## src/rtl/envelope_line_buffer.sv

```systemverilog
// Envelope line buffer: averages 2^Zoom envelope samples per byte into a line RAM
// and serves that RAM to the SPI slave through a registered read port.
`timescale 1ns/1ps
module envelope_line_buffer #(
  parameter int DEPTH       = 512,
  parameter int AW          = 9,
  parameter int SAMPLE_W    = 10,
  parameter int START_DELAY = 16
) (
  input  logic                Sys_Clk,
  input  logic                Sys_Rst_n,
  input  logic                Line_Trig,
  input  logic [SAMPLE_W-1:0] Sample_In,
  input  logic                Sample_Valid,
  input  logic [1:0]          Zoom,
  input  logic [AW-1:0]       Trans_Addr,
  output logic [7:0]          Trans_Data,
  output logic                Envelop,
  output logic                Line_Done,
  output logic                Trig_Miss
);
  localparam int ACC_W = SAMPLE_W + 3;
  localparam int DLY_W = $clog2(START_DELAY + 1);
  localparam logic [AW:0]      DEPTH_L   = (AW+1)'(DEPTH);
  localparam logic [AW-1:0]    LAST_ADDR = AW'(DEPTH - 1);
  localparam logic [DLY_W-1:0] DLY_END   = DLY_W'(START_DELAY);

  typedef enum logic [1:0] {S_IDLE, S_WAIT, S_CAPTURE, S_DONE} state_t;

  // Mean of the group, keeping the upper 8 of the SAMPLE_W significant bits.
  function automatic logic [7:0] avg_byte(input logic [ACC_W-1:0] acc,
                                          input logic [1:0]       zoom);
    return 8'(acc >> (32'(zoom) + SAMPLE_W - 8));
  endfunction

  state_t           state_q, state_d;
  logic [1:0]       zoom_q, zoom_d;
  logic [DLY_W-1:0] dly_q, dly_d;
  logic [ACC_W-1:0] acc_q, acc_d, acc_sum;
  logic [3:0]       grp_q, grp_d, grp_inc, grp_tgt;
  logic [AW-1:0]    wr_addr_q, wr_addr_d;
  logic             rdy_q;
  logic             env_q, env_d;
  logic             done_q, done_d;
  logic             miss_q, miss_d;
  logic [7:0]       rd_q;
  logic             we;
  logic [7:0]       wdata;
  logic [7:0]       mem [DEPTH];

  always_comb begin
    state_d   = state_q;
    zoom_d    = zoom_q;
    dly_d     = dly_q;
    acc_d     = acc_q;
    grp_d     = grp_q;
    wr_addr_d = wr_addr_q;
    we        = 1'b0;
    acc_sum   = acc_q + {3'b000, Sample_In};
    grp_inc   = grp_q + 4'd1;
    grp_tgt   = 4'd1 << zoom_q;
    wdata     = avg_byte(acc_sum, zoom_q);
    miss_d    = Line_Trig && (state_q != S_IDLE);

    case (state_q)
      S_IDLE: begin
        // rdy_q masks a trigger on the first edge after reset release.
        if (Line_Trig && rdy_q) begin
          state_d   = S_WAIT;
          zoom_d    = Zoom;
          dly_d     = '0;
          acc_d     = '0;
          grp_d     = '0;
          wr_addr_d = '0;
        end
      end
      S_WAIT: begin
        if (dly_q == DLY_END) state_d = S_CAPTURE;
        else                  dly_d   = dly_q + 1'b1;
      end
      S_CAPTURE: begin
        if (Sample_Valid) begin
          acc_d = acc_sum;
          grp_d = grp_inc;
          if (grp_inc == grp_tgt) begin
            we    = 1'b1;
            acc_d = '0;
            grp_d = '0;
            if (wr_addr_q == LAST_ADDR) state_d   = S_DONE;
            else                        wr_addr_d = wr_addr_q + 1'b1;
          end
        end
      end
      S_DONE:  state_d = S_IDLE;
      default: state_d = S_IDLE;
    endcase

    env_d  = (state_d == S_WAIT) || (state_d == S_CAPTURE);
    done_d = (state_d == S_DONE);
  end

  always_ff @(posedge Sys_Clk or negedge Sys_Rst_n) begin
    if (!Sys_Rst_n) begin
      state_q   <= S_IDLE;
      zoom_q    <= '0;
      dly_q     <= '0;
      acc_q     <= '0;
      grp_q     <= '0;
      wr_addr_q <= '0;
      rdy_q     <= 1'b0;
      env_q     <= 1'b0;
      done_q    <= 1'b0;
      miss_q    <= 1'b0;
    end else begin
      state_q   <= state_d;
      zoom_q    <= zoom_d;
      dly_q     <= dly_d;
      acc_q     <= acc_d;
      grp_q     <= grp_d;
      wr_addr_q <= wr_addr_d;
      rdy_q     <= 1'b1;
      env_q     <= env_d;
      done_q    <= done_d;
      miss_q    <= miss_d;
    end
  end

  always_ff @(posedge Sys_Clk) begin
    if (we) mem[wr_addr_q] <= wdata;
  end

  // Read-before-write: a same-cycle read of the write address returns old data.
  always_ff @(posedge Sys_Clk or negedge Sys_Rst_n) begin
    if (!Sys_Rst_n)                         rd_q <= '0;
    else if ({1'b0, Trans_Addr} < DEPTH_L)  rd_q <= mem[Trans_Addr];
    else                                    rd_q <= '0;
  end

  assign Trans_Data = rd_q;
  assign Envelop    = env_q;
  assign Line_Done  = done_q;
  assign Trig_Miss  = miss_q;
endmodule

```

## config.mk

```make
export PLATFORM = sky130hd
export DESIGN_NAME = envelope_line_buffer
export DESIGN_NICKNAME = d
export VERILOG_FILES = /design/src/rtl/envelope_line_buffer.sv
export SDC_FILE = /design/constraint.sdc
export NUM_CORES = 2
export LEC_CHECK = 0
export BUFFER_PORTS_ARGS = -buffer_cell sky130_fd_sc_hd__buf_2
export CORE_ASPECT_RATIO = 2
export CORE_MARGIN = 4
export CORE_UTILIZATION = 43
export DETAILED_ROUTE_END_ITERATION = 16
export GPL_TIMING_DRIVEN = 0
export HOLD_SLACK_MARGIN = 0.15
export PLACE_DENSITY = 0.67
export SLEW_MARGIN = 30
export SYNTH_ARGS = -nofsm -noshare
export SYNTH_HDL_FRONTEND = slang
export SYNTH_SLANG_ARGS = --single-unit
```

## constraint.sdc

```tcl
create_clock -name Sys_Clk -period 27.2 [get_ports Sys_Clk]
set_input_delay 6.8 -clock Sys_Clk [delete_from_list [all_inputs] [get_ports Sys_Clk]]
set_output_delay 6.8 -clock Sys_Clk [all_outputs]
set_load 0.01 [all_outputs]
```

# After elaboration in Yosys (flattened, before gate mapping)
# Memories as Yosys holds them, arrays and structs flattened. A register that Yosys moved wholly into a read port is not among the register bits.
# Index checks and enable logic that the tools add are counted.
dict set report totals {
  regBits 39
  latch_bits 0
  ram_bits 4096
  rom_bits 0
  inputBits 25
  elab_cells 72
  mem_count 1
}
dict set report op_classes {
  addsub 6
  n_mul 0
  div_mod_pow 0
  magnitude_cmp 0
  eq_ne 14
  shift 2
  muxes 27
  n_bitwise 0
  reduce_logical 12
}
# name depth word_bits read_ports rd_clocked_by_memory_dff wr line_no
set mem_list {}
lappend mem_list {mem 512 8 1 1 1 49} ;# logic [7:0] mem [DEPTH];
# op n
set ops {}
lappend ops {{13-bit 2-to-1 mux} 3}
lappend ops {{9-bit 2-to-1 mux} 4}
lappend ops {{13-bit by 32-bit >> shifter with 8-bit output} 1}
lappend ops {{13-bit one-hot mux with 2 select lines} 1}
lappend ops {{9-bit one-hot mux with 2 select lines} 1}
lappend ops {{13-bit by 10-bit adder with 13-bit output} 1}
lappend ops {{4-bit 2-to-1 mux} 3}
lappend ops {{2-bit 2-to-1 mux} 5}
lappend ops {{5-bit 2-to-1 mux} 2}
lappend ops {{2-bit != test (second input constant)} 5}
lappend ops {{5-bit one-hot mux with 2 select lines} 1}
lappend ops {{9-bit by 1-bit adder with 9-bit output (second input constant)} 1}
lappend ops {{9-bit == test (second input constant)} 1}
lappend ops {{2-bit == test (second input constant)} 4}
lappend ops {{2-bit one-hot mux with 4 select lines} 1}
lappend ops {{4-bit one-hot mux with 2 select lines} 1}
lappend ops {{3-bit AND reduction} 2}
lappend ops {{2-bit nonzero test} 3}
lappend ops {{5-bit by 4-bit subtractor with 6-bit output (second input constant)} 1}
lappend ops {{2-bit by 4-bit adder with 5-bit output (second input constant)} 1}
lappend ops {{5-bit by 1-bit adder with 5-bit output (second input constant)} 1}
lappend ops {{5-bit == test (second input constant)} 1}
lappend ops {{1-bit 2-to-1 mux} 5}
lappend ops {{5-bit AND reduction} 1}
lappend ops {{other kinds (9)} 11}

# Longest topological paths before layout
dict set report depth {
  word_depth 7
  depth_mapped 12
  ltp_nobuf 10
}

# Worst setup path before layout
# Ideal clock, no wire load.
dict set report synth_timing {
  path_kind {input port to flip-flop}
  from {input port Sample_In[0]}
  to {memory mem[0][7], data pin}
  setup_time_ns 3.045
  arrival_time_ns 22.737
  path_slack_ns 1.418
  path_stages 10
  path_cell_list {ha_1 -> inv_1 -> fa_1 -> nor2b_1 -> o21ai_0 -> and3_1 -> o31ai_1 -> nand3_1 -> xnor2_1 -> o221ai_1}
}
dict set report synth_via {
  elab_chain_len 2
}
# element line_no
set synth_rtl {}
lappend synth_rtl {{from (decl)} 13} ;# input logic [SAMPLE_W-1:0] Sample_In,
lappend synth_rtl {{13-bit by 10-bit adder with 13-bit output} 59} ;# acc_sum = acc_q + {3'b000, Sample_In};
lappend synth_rtl {{13-bit by 32-bit >> shifter with 8-bit output} 33} ;# return 8'(acc >> (32'(zoom) + SAMPLE_W - 8));
lappend synth_rtl {{via wdata[7]} 48} ;# logic [7:0] wdata;
lappend synth_rtl {{to (decl)} 49}
# The timed path passes the listed nets, and every way through them passes these cells.

==> out/results.tsv <==
metric	value	unit
design area	183000	sq um
placed instance area	172000	sq um
startpoint type of the worst setup path	primary input	
Rel. slew slack	24.3	%
Vias/cell	6.40	
warnings from Yosys	0	
Max Buffers Root-to-Sink	4	
XOR/XNOR Fraction of Synth Area	0.0817	%
filler cell count	29300	
PostCTS Resize Cnt	0	
crit end category	flip-flop	
Min Clock Period, post-route	11.51	ns
Total Routed Length	550000	microns
largest net degree at the start of global routing	72	
Routed Antenna Nets	0	
Seq/Total Area, Yosys	77.2	%
Hold/Removal Path Class	reg2reg	
worst hold margin	0.523	ns
#FFs+latches synth	4143	
Fmax achieved	0.0869	GHz
final-report hold violation count	0	
Post-Synth Adder-Cell Area	0.160	%
die footprint	385000	sq um
CTS Hold Buffers Added	0	
main combinational cell family by area after synthesis	multiplexers	
Vert. Die Dim	873	microns
power consumption	17.8	mW
most frequent CP cell	buf_2	
multiplexer area fraction after synthesis	16.2	%
Max Slew Vio Count	0	
CP peak stage delay	0.89	ns
ys flop type	edfxtp_1	
Core ar.	372000	sq um
insertion delay of the later-clocked pin in the worst-skew pair	1.00	ns
Via Count	84200	
post-synthesis cell count	7321	
Root Buffer	clkbuf_16	
Rows	317	
status	finished, final reports clean	
Detailed Route Iter0 Violations	12800	
antenna violations before repair	50	
Post-synth EDFFs	4096	
TritonCTS buffer count	325	
fin nets	7935	
Synth async-reset ratio	1.13	%
Worst EP required	27.96	ns
CTS sink count	4143	
Mapped Area	161000	sq um
CTS tree	done	
worst vdd ir	0.257	mV
RD Place Congestion	0.999	
Avg Cell Area, Syn	22.0	sq um
setup ws final	15.69	ns
wire per inst	41.8	microns
final setup fails	0	
RSZ-0062 raised after global routing	false	
initial core utilization	43.2	%
clock-pin slew of the registers on the worst-case setup and hold paths	0.07	ns
post-synthesis compound-gate area fraction	2.87	%
share of cells above drive strength 1	28.3	%
Place WS	14.82	ns
gr usage total	28.5	%
WP data arrival	12.27	ns
worst setup path category	in2reg	
Setup TNS Final	0	ns
IO buf count	31	
cell breakdown of the critical path	buf_2, buf_2, buf_4, buf_2, buf_2, mux4_2, mux2i_1, a221oi_1, nor4_2, buf_4, a211oi_1	
first-pass GRT wire length	734000	microns
number of setup buffers added after CTS	0	
htree depth	5	
die width	440	microns
Worst-Margin Slew	1.13	ns
largest fanout on the critical path	10	
area grow syn2layout	13.6	%
Pwr Density	97.6	nW/um^2
syn nets	7366	
drt pass-1 iters	7	
Synth Area in Simple Gates	2.01	%
commonest cells after routing, fill and taps aside	edfxtp_1, mux4_2, nor2_1	
Yosys cell types	59	
Leakage	56.4	nW
# IOs	36	
commonest non-fill, non-tap cell in the layout	edfxtp_1	
HPWL after detailed placement	405000	microns
vias in the first global route	84700	
Remaining Overflow, GRT	0	
max-cap violation count	0	
Slowest-stage cell, CP	buf_2	
DRC violations left	0	
Final period util	42.3	%
Fin Clk Skew	0.0706	ns
==> metal layers <==
| metal | track usage (%) | part of all wire [%] | routed length (microns) |
|---|---|---|---|
| met5 | 0 | 0.020 | 108 |
| met3 | 7.41 | 9.4 | 51800 |
| met1 | 28.0 | 28 | 153000 |
| met4 | 29.8 | 13 | 71800 |
| met2 | 47.0 | 50 | 273000 |
==> logic make-up after synthesis <==
family | count (synthesis)
mux | 1297
fa+ha+maj | 20
compound gates | 608
xor+xnor | 15
simple gates | 756
other cells | 1
flops | 4143
buf+inv | 481
==> path summary, 6_finish.rpt <==
check	start	endpoint	slack, ns	cells after the start
setup / recovery	Trans_Addr[1]	Trans_Data[6]	15.69	11
hold / removal	acc_q[0]	acc_q[0]	0.52	1
setup reg to reg	acc_q[0]	mem[204][6]	22.02	17
hold reg to reg	acc_q[0]	acc_q[0]	0.52	1
max in group asynchronous	Sys_Rst_n	dly_q[3]	20.77	1
min in group asynchronous	Sys_Rst_n	Trans_Data[7]	5.87	1
==> final cells by class <==
class | instances | area (sq um) | area share [%]
Timing Repair Buffer | 242 | 4280 | 2.34
Multi-Input combinational cell | 2697 | 34600 | 19.0
Clock buffer | 400 | 8710 | 4.77
Inverter | 11 | 41.3 | 0.0226
Buffer | 470 | 2580 | 1.41
Antenna cell | 69 | 173 | 0.0945
Tap cell | 4944 | 6190 | 3.38
Clock inverter | 181 | 2000 | 1.09
Sequential cell | 4143 | 124000 | 67.9
==> flip-flops by register name, summed over array words and instances (netlist names) <==
signal,count
dly_q,5
zoom_q,2
Trans_Data,8
grp_q,4
acc_q,13
Trig_Miss,1
mem,4096
state_q,2
wr_addr_q,9
rdy_q,1
Envelop,1
Line_Done,1
==> cell usage after synthesis, types with 3 or more instances <==
cell type  instances  share of area, %
edfxtp_1        4096                76
mux2_2           142              0.99
o22a_1            92              0.50
mux4_2          1030                14
xor2_1             7             0.038
mux2i_1          125              0.78
nand3_1           18             0.056
and3_1             7             0.027
nand4_1            4             0.016
nor2b_1           41              0.16
a21oi_1           14             0.044
buf_2            115              0.36
buf_4             77              0.36
o221ai_1         110              0.60
xnor2_1            8             0.044
clkbuf_1         230              0.54
nand2b_1           8             0.031
o22ai_1           21             0.082
nor3_1             8             0.025
a211oi_1          66              0.31
buf_1             30             0.070
ha_1              19              0.15
o21a_1             3             0.014
and4bb_2           4             0.031
and2_1             5             0.019
nand2_1           74              0.17
inv_1             10             0.023
nor2_1           544               1.3
nor4_1            31              0.12
buf_6             18              0.13
o31ai_1            8             0.037
o311ai_0           3             0.016
a21o_1             6             0.028
o21ai_0          131              0.41
o2bb2ai_1         30              0.16
dfrtp_1           47              0.73
a22o_1            26              0.14
a221oi_1          84              0.46
==> power by group <==
group / switching (mW) / internal, mW / leakage (nW) / total, mW
logic: 2.90 / 0.892 / 13.7 / 3.79
clock network: 2.26 / 2.70 / 5.19 / 4.96
registers: 0.0141 / 9.07 / 37.5 / 9.09
total: 5.18 / 12.7 / 56.4 / 17.8
==> critical path, delay by kind of cell <==
kind	cells	cell delay, ns
buffers and inverters	6	3.12
muxes	2	0.51
and+or+nand+nor	1	0.16
AOI/OAI and AO/OA	2	1.54
==> per-stage QoR <==
step / instances / util, %
6_report: 13200 / 49.1
2_1_floorplan: 7321 / -
3_3_place_gp: 12300 / 44.9
5_1_grt: 13100 / 49.0
4_1_cts: 13100 / 49.0
3_5_place_dp: 12500 / 46.1
(Power assumes the default switching activity.)
